==> src/rtl/uart_mmio_ctrl.sv <==
// Memory-mapped UART controller: TX/RX byte FIFOs, status/control registers and a level IRQ
// sitting between the data bus and one uart_t/uart_r pair.
module uart_mmio_ctrl #(
  parameter int unsigned TX_DEPTH = 16,
  parameter int unsigned RX_DEPTH = 16
) (
  input  logic        clk,
  input  logic        rst,
  input  logic        bus_sel,
  input  logic        bus_we,
  input  logic [3:0]  bus_addr,
  input  logic [31:0] bus_wdata,
  output logic [31:0] bus_rdata,
  output logic        bus_ack,
  output logic        tx_en,
  output logic [7:0]  tx_data,
  input  logic        tx_ready,
  input  logic        rx_ready,
  input  logic [7:0]  rx_data,
  output logic        irq
);

  localparam int unsigned TX_AW = $clog2(TX_DEPTH);
  localparam int unsigned RX_AW = $clog2(RX_DEPTH);
  localparam int unsigned TX_CW = TX_AW + 1;
  localparam int unsigned RX_CW = RX_AW + 1;

  typedef enum logic {IDLE = 1'b0, SEND = 1'b1} tx_state_e;

  tx_state_e state, state_next;

  logic [7:0]       tx_mem [TX_DEPTH];
  logic [TX_AW-1:0] tx_wptr, tx_rptr;
  logic [TX_CW-1:0] tx_count;
  logic [7:0]       rx_mem [RX_DEPTH];
  logic [RX_AW-1:0] rx_wptr, rx_rptr;
  logic [RX_CW-1:0] rx_count;

  logic [1:0]  ctrl;
  logic        overrun;
  logic [31:0] rdata_next;
  logic        launch;
  logic [7:0]  tx_head;

  logic rd, wr;
  logic tx_empty, tx_full, rx_empty, rx_full, tx_busy;
  logic tx_push_req, tx_push, tx_pop, rx_push, rx_pop, ovr_set, ovr_clr;
  logic unused_bits;

  assign rd          = bus_sel & ~bus_we;
  assign wr          = bus_sel & bus_we;
  assign tx_empty    = (tx_count == '0);
  assign tx_full     = (tx_count == TX_CW'(TX_DEPTH));
  assign rx_empty    = (rx_count == '0);
  assign rx_full     = (rx_count == RX_CW'(RX_DEPTH));
  assign tx_busy     = (state == SEND);
  assign tx_push_req = wr & (bus_addr[3:2] == 2'd0);
  assign unused_bits = ^{bus_addr[1:0], bus_wdata[31:8]};

  // A byte written into an empty FIFO while idle launches straight from the bus.
  assign tx_head = tx_empty ? bus_wdata[7:0] : tx_mem[tx_rptr];
  assign tx_pop  = launch & ~tx_empty;
  assign tx_push = tx_push_req & (~tx_full | tx_pop) & ~(launch & tx_empty);

  assign rx_pop  = rd & (bus_addr[3:2] == 2'd0) & ~rx_empty;
  assign rx_push = rx_ready & (~rx_full | rx_pop);
  assign ovr_set = rx_ready & rx_full & ~rx_pop;
  assign ovr_clr = wr & (bus_addr[3:2] == 2'd1) & bus_wdata[4];

  always_ff @(posedge clk) begin
    if (rst) state <= IDLE;
    else     state <= state_next;
  end

  always_comb begin
    state_next = state;
    case (state)
      IDLE:    if (launch) state_next = SEND;
      SEND:    if (tx_ready) state_next = IDLE;
      default: state_next = IDLE;
    endcase
  end

  always_comb begin
    launch = 1'b0;
    if (state == IDLE && (!tx_empty || tx_push_req)) launch = 1'b1;
  end

  always_ff @(posedge clk) begin
    if (rst) begin
      tx_en   <= 1'b0;
      tx_data <= '0;
    end else begin
      tx_en <= launch;
      if (launch) tx_data <= tx_head;
    end
  end

  always_ff @(posedge clk) begin
    if (tx_push) tx_mem[tx_wptr] <= bus_wdata[7:0];
    if (rx_push) rx_mem[rx_wptr] <= rx_data;
  end

  always_ff @(posedge clk) begin
    if (rst) begin
      tx_wptr  <= '0;
      tx_rptr  <= '0;
      tx_count <= '0;
      rx_wptr  <= '0;
      rx_rptr  <= '0;
      rx_count <= '0;
    end else begin
      if (tx_push) tx_wptr <= tx_wptr + TX_AW'(1);
      if (tx_pop)  tx_rptr <= tx_rptr + TX_AW'(1);
      if (tx_push && !tx_pop)      tx_count <= tx_count + TX_CW'(1);
      else if (!tx_push && tx_pop) tx_count <= tx_count - TX_CW'(1);
      if (rx_push) rx_wptr <= rx_wptr + RX_AW'(1);
      if (rx_pop)  rx_rptr <= rx_rptr + RX_AW'(1);
      if (rx_push && !rx_pop)      rx_count <= rx_count + RX_CW'(1);
      else if (!rx_push && rx_pop) rx_count <= rx_count - RX_CW'(1);
    end
  end

  always_comb begin
    rdata_next = '0;
    if (rd) begin
      case (bus_addr[3:2])
        2'd0:    rdata_next = rx_empty ? 32'd0 : {24'd0, rx_mem[rx_rptr]};
        2'd1:    rdata_next = {26'd0, tx_busy, overrun, rx_full, rx_empty, tx_empty, tx_full};
        2'd2:    rdata_next = {30'd0, ctrl};
        default: rdata_next = '0;
      endcase
    end
  end

  // Overrun set takes priority over a same-cycle software clear.
  always_ff @(posedge clk) begin
    if (rst) begin
      bus_rdata <= '0;
      bus_ack   <= 1'b0;
      ctrl      <= '0;
      overrun   <= 1'b0;
      irq       <= 1'b0;
    end else begin
      bus_rdata <= rdata_next;
      bus_ack   <= bus_sel;
      if (wr && bus_addr[3:2] == 2'd2) ctrl <= bus_wdata[1:0];
      if (ovr_set)      overrun <= 1'b1;
      else if (ovr_clr) overrun <= 1'b0;
      irq <= (ctrl[0] & ~rx_empty) | (ctrl[1] & tx_empty & ~tx_busy) | overrun;
    end
  end

endmodule

==> config.mk <==
export PLATFORM = sky130hd
export DESIGN_NAME = uart_mmio_ctrl
export DESIGN_NICKNAME = d
export VERILOG_FILES = /design/src/rtl/uart_mmio_ctrl.sv
export SDC_FILE = /design/constraint.sdc
export NUM_CORES = 1
export LEC_CHECK = 0
export CORE_ASPECT_RATIO = 0.75
export CORE_MARGIN = 3
export CORE_UTILIZATION = 55
export DETAILED_ROUTE_END_ITERATION = 8
export PLACE_DENSITY = 0.8
export SLEW_MARGIN = 0
export SYNTH_ARGS = -nofsm -noshare
export SYNTH_HDL_FRONTEND = slang
export SYNTH_SLANG_ARGS = --single-unit
==> constraint.sdc <==
create_clock -name clk -period 8.47 [get_ports clk]
set_input_delay 1.694 -clock clk [delete_from_list [all_inputs] [get_ports clk]]
set_output_delay 1.694 -clock clk [all_outputs]
set_load 0.02 [all_outputs]
==> impl_results.md <==
* Outcome: finished, final reports clean
* Gr ovfl total at 0
* Synthesized instance count at 773
* Max Freq at 223 MHz
* P per Cell Area at 265 mW/mm^2
* DRT Pass-1 Iters at 4
* Vias/cell at 6.09
* Routed via count at 6,904
* Period utilization at 52.9%
* Number of global-route vias before repair at 6,737
* Critical path arrival at 4.92 ns
* Post-DP HPWL at 15,900 um
* Num rows at 47
* Slew @ Worst Pin at 1.17 ns
* Cts hold-fix bufs at 0
* Slew HR at 22.0%
* Syn avg cell area at 16.5 sq um
* CTS Buf Count at 30
* CP Class: primary input to flip-flop
* DP Area at 0.0134 sq mm
* EDFF count, synth at 256
* Final worst-path setup slack at 3.99 ns
* Total chip power at 3800 uW
* Static Leak at 0.00469 uW
* Starting Density at 56.9%
* DRC errors left at 0
* Area leader, netlist: edfxtp_1
* CORE AREA at 0.0224 sq mm
* CTS tree: done
* Root Driver: clkbuf_16
* Clk slew on worst S/H paths at 0.06 ns
* Fin crit period at 4.48 ns
* RSZ-0062 raised after global routing: no
* Largest net degree at the start of global routing at 51
* Number of max-cap violations at 0
* Nets@finish at 885
* GRT Overall Usage at 20.8%
* Worst setup EP type: flip-flop
* ANT nets after route at 0
* Design area at 0.0144 sq mm
* Most used flip-flop cell after synthesis: edfxtp_1
* Area Growth Syn to Fin at 12.6%
* Routed WL at 25,600 um
* Worst-path cell chain: clkdlybuf4s50_1 -> nand4bb_1 -> a21oi_1 -> ha_1 -> inv_1 -> fa_1 -> a21o_1 -> a21oi_1 -> mux2i_1 -> mux2_2
* Clock sink count at 313
* Ys async rst share at 0%
* Clock buffer depth at 3
* Share of cells above drive strength 1 at 16.3%
* Yosys cell types at 60
* Synth area leaders: edfxtp_1 60%, dfxtp_1 8.9%, mux4_2 8.8%
* Final setup fails at 0
* Clk_lat worst skew at 0.56 ns
* Worst reg2reg path depth at 9
* Slew Limit Fails at 0
* Tightest Hold Check Type: flip-flop to flip-flop
* CP required at 8.91 ns
* Num ports at 93
* Synthesis Warnings at 0
* Max FO, Critical Path at 7
* Post-CTS sizing at 0
* Wire per inst at 22.6 um
* Sequential area share after synthesis at 69.2%
* Crit path top cell by count: a21oi_1
* Fill count at 1,519
* Crit start category: primary input
* CP peak stage delay at 0.56 ns
* Total negative slack at 0 ns
* VDD IR max at 159 uV
* H-tree levels at 1
* Initial antenna violation count at 0
* Count leader, synth: edfxtp_1
* Antenna diodes at 0
* Hold Vio Cnt, Final at 0
* Mapped cell area at 0.0128 sq mm
* Pre-CTS WS at 3.49 ns
* Synth Register Bits at 313
* First-pass GRT wire length at 39,800 um
* Die Ht at 138 um
* DR iter-0 viols at 704
* Die area at 0.0251 sq mm
* Final Skew at 0.0144 ns
* Chip width at 182 um
* Post-synth top area share at 60.3%
* IO Port Bufs at 42
* Hold Path Depth at 2
* Gpl congestion at 0.815
* CP max stage cell: a21oi_1
* Commonest cells in the netlist: 256 x edfxtp_1, 65 x nor2_1, 57 x dfxtp_1
* Post-CTS Setup Inserts at 0
==> critical path, delay by kind of cell <==
kind                       cells  cell delay [ns]
buffers and inverters          2             0.66
muxes                          2             0.56
and+or+nand+nor                1             0.39
AOI/OAI and AO/OA              3             0.92
adders and majority gates      2             0.68
==> final cells by class <==
class                   count  area (sq um)  share of cell area, %
flip-flops and latches    313          8830                   61.5
inverters                  16          60.1                  0.418
clock buffers              36           783                   5.45
repair buffers             51           483                   3.36
clock inverters            20           230                   1.60
multi-input cells         403          3610                   25.1
well taps                 294           368                   2.56
==> state kept, by name, summed over array words and instances, names as in the netlist, 2 cells and up, named ones only <==
name       flops
tx_count       5
tx_data        8
rx_rptr        4
tx_mem       128
rx_mem       128
tx_wptr        4
bus_rdata      8
rx_count       5
tx_rptr        4
rx_wptr        4
ctrl           2
==> cell families (layout without fill, tap and decap cells) <==
kind of cell | count (synthesis) | in the layout | share of synthesized area (%)
compound gates | 91 | 91 | 5.02
xor+xnor | 17 | 17 | 1.17
fa+ha+maj | 20 | 20 | 2.08
buf+inv | 80 | 123 | 3.30
flops | 313 | 313 | 69.2
mux | 110 | 110 | 13.8
other cells | 1 | 24 | 0.0294
simple gates | 141 | 141 | 5.42
==> per-stage QoR <==
stage / std cells / util [%] / hold slack [ns]
2_1_floorplan: 796 / - / 0.436
3_3_place_gp: 1077 / 59.6 / 0.468
3_5_place_dp: 1077 / 59.6 / 0.480
4_1_cts: 1133 / 64.1 / 0.489
5_1_grt: 1133 / 64.1 / 0.505
6_report: 1133 / 64.1 / 0.488
==> per-layer routing <==
metal  GRT usage (%)  vias up  part of all wire, %
li1                -     3044                    -
met1            31.3     3488                   44
met2            32.3      333                   45
met3            4.06       39                  9.1
met4            4.27        0                  2.0
met5               0        -                    0
==> placed cells by master (no fill, tap or decap), types with 4 or more instances in the layout <==
| master | n |
|---|---|
| a22oi_1 | 6 |
| nand2_1 | 19 |
| nor2_1 | 65 |
| o211ai_1 | 4 |
| nand3_1 | 8 |
| o21ai_0 | 7 |
| nor3_1 | 6 |
| mux4_2 | 50 |
| and2_1 | 4 |
| dfxtp_1 | 55 |
| nor2b_1 | 9 |
| inv_1 | 16 |
| xnor2_1 | 8 |
| a211oi_1 | 14 |
| mux2_2 | 22 |
| clkdlybuf4s50_1 | 41 |
| or4_1 | 4 |
| clkinv_1 | 8 |
| conb_1 | 24 |
| clkbuf_1 | 5 |
| mux2i_1 | 37 |
| xor2_1 | 9 |
| bufinv_16 | 5 |
| edfxtp_1 | 256 |
| a21o_1 | 5 |
| a21oi_1 | 13 |
| buf_4 | 9 |
| ha_1 | 18 |
| clkbuf_16 | 30 |
| o22ai_1 | 17 |
| nand2b_1 | 6 |
| clkinv_2 | 5 |
==> power by group <==
part | leakage (uW) | total (uW) | internal, uW | switching, uW
Combinational | 0.00142 | 619 | 276 | 344
Clock | 0.000497 | 1360 | 810 | 553
Sequential | 0.00277 | 1820 | 1740 | 79.0
==> final timing paths <==
check                           from                       end  slack, ns
min reg2reg  tx_data[5]$_SDFFE_PP0N_   tx_data[5]$_SDFFE_PP0N_       0.49
min          tx_data[5]$_SDFFE_PP0N_   tx_data[5]$_SDFFE_PP0N_       0.49
max reg2reg         state$_SDFF_PP0_  tx_count[4]$_SDFFE_PP0P_       5.11
max                      bus_addr[2]  tx_count[4]$_SDFFE_PP0P_       3.99
(Power assumes the default switching activity.)
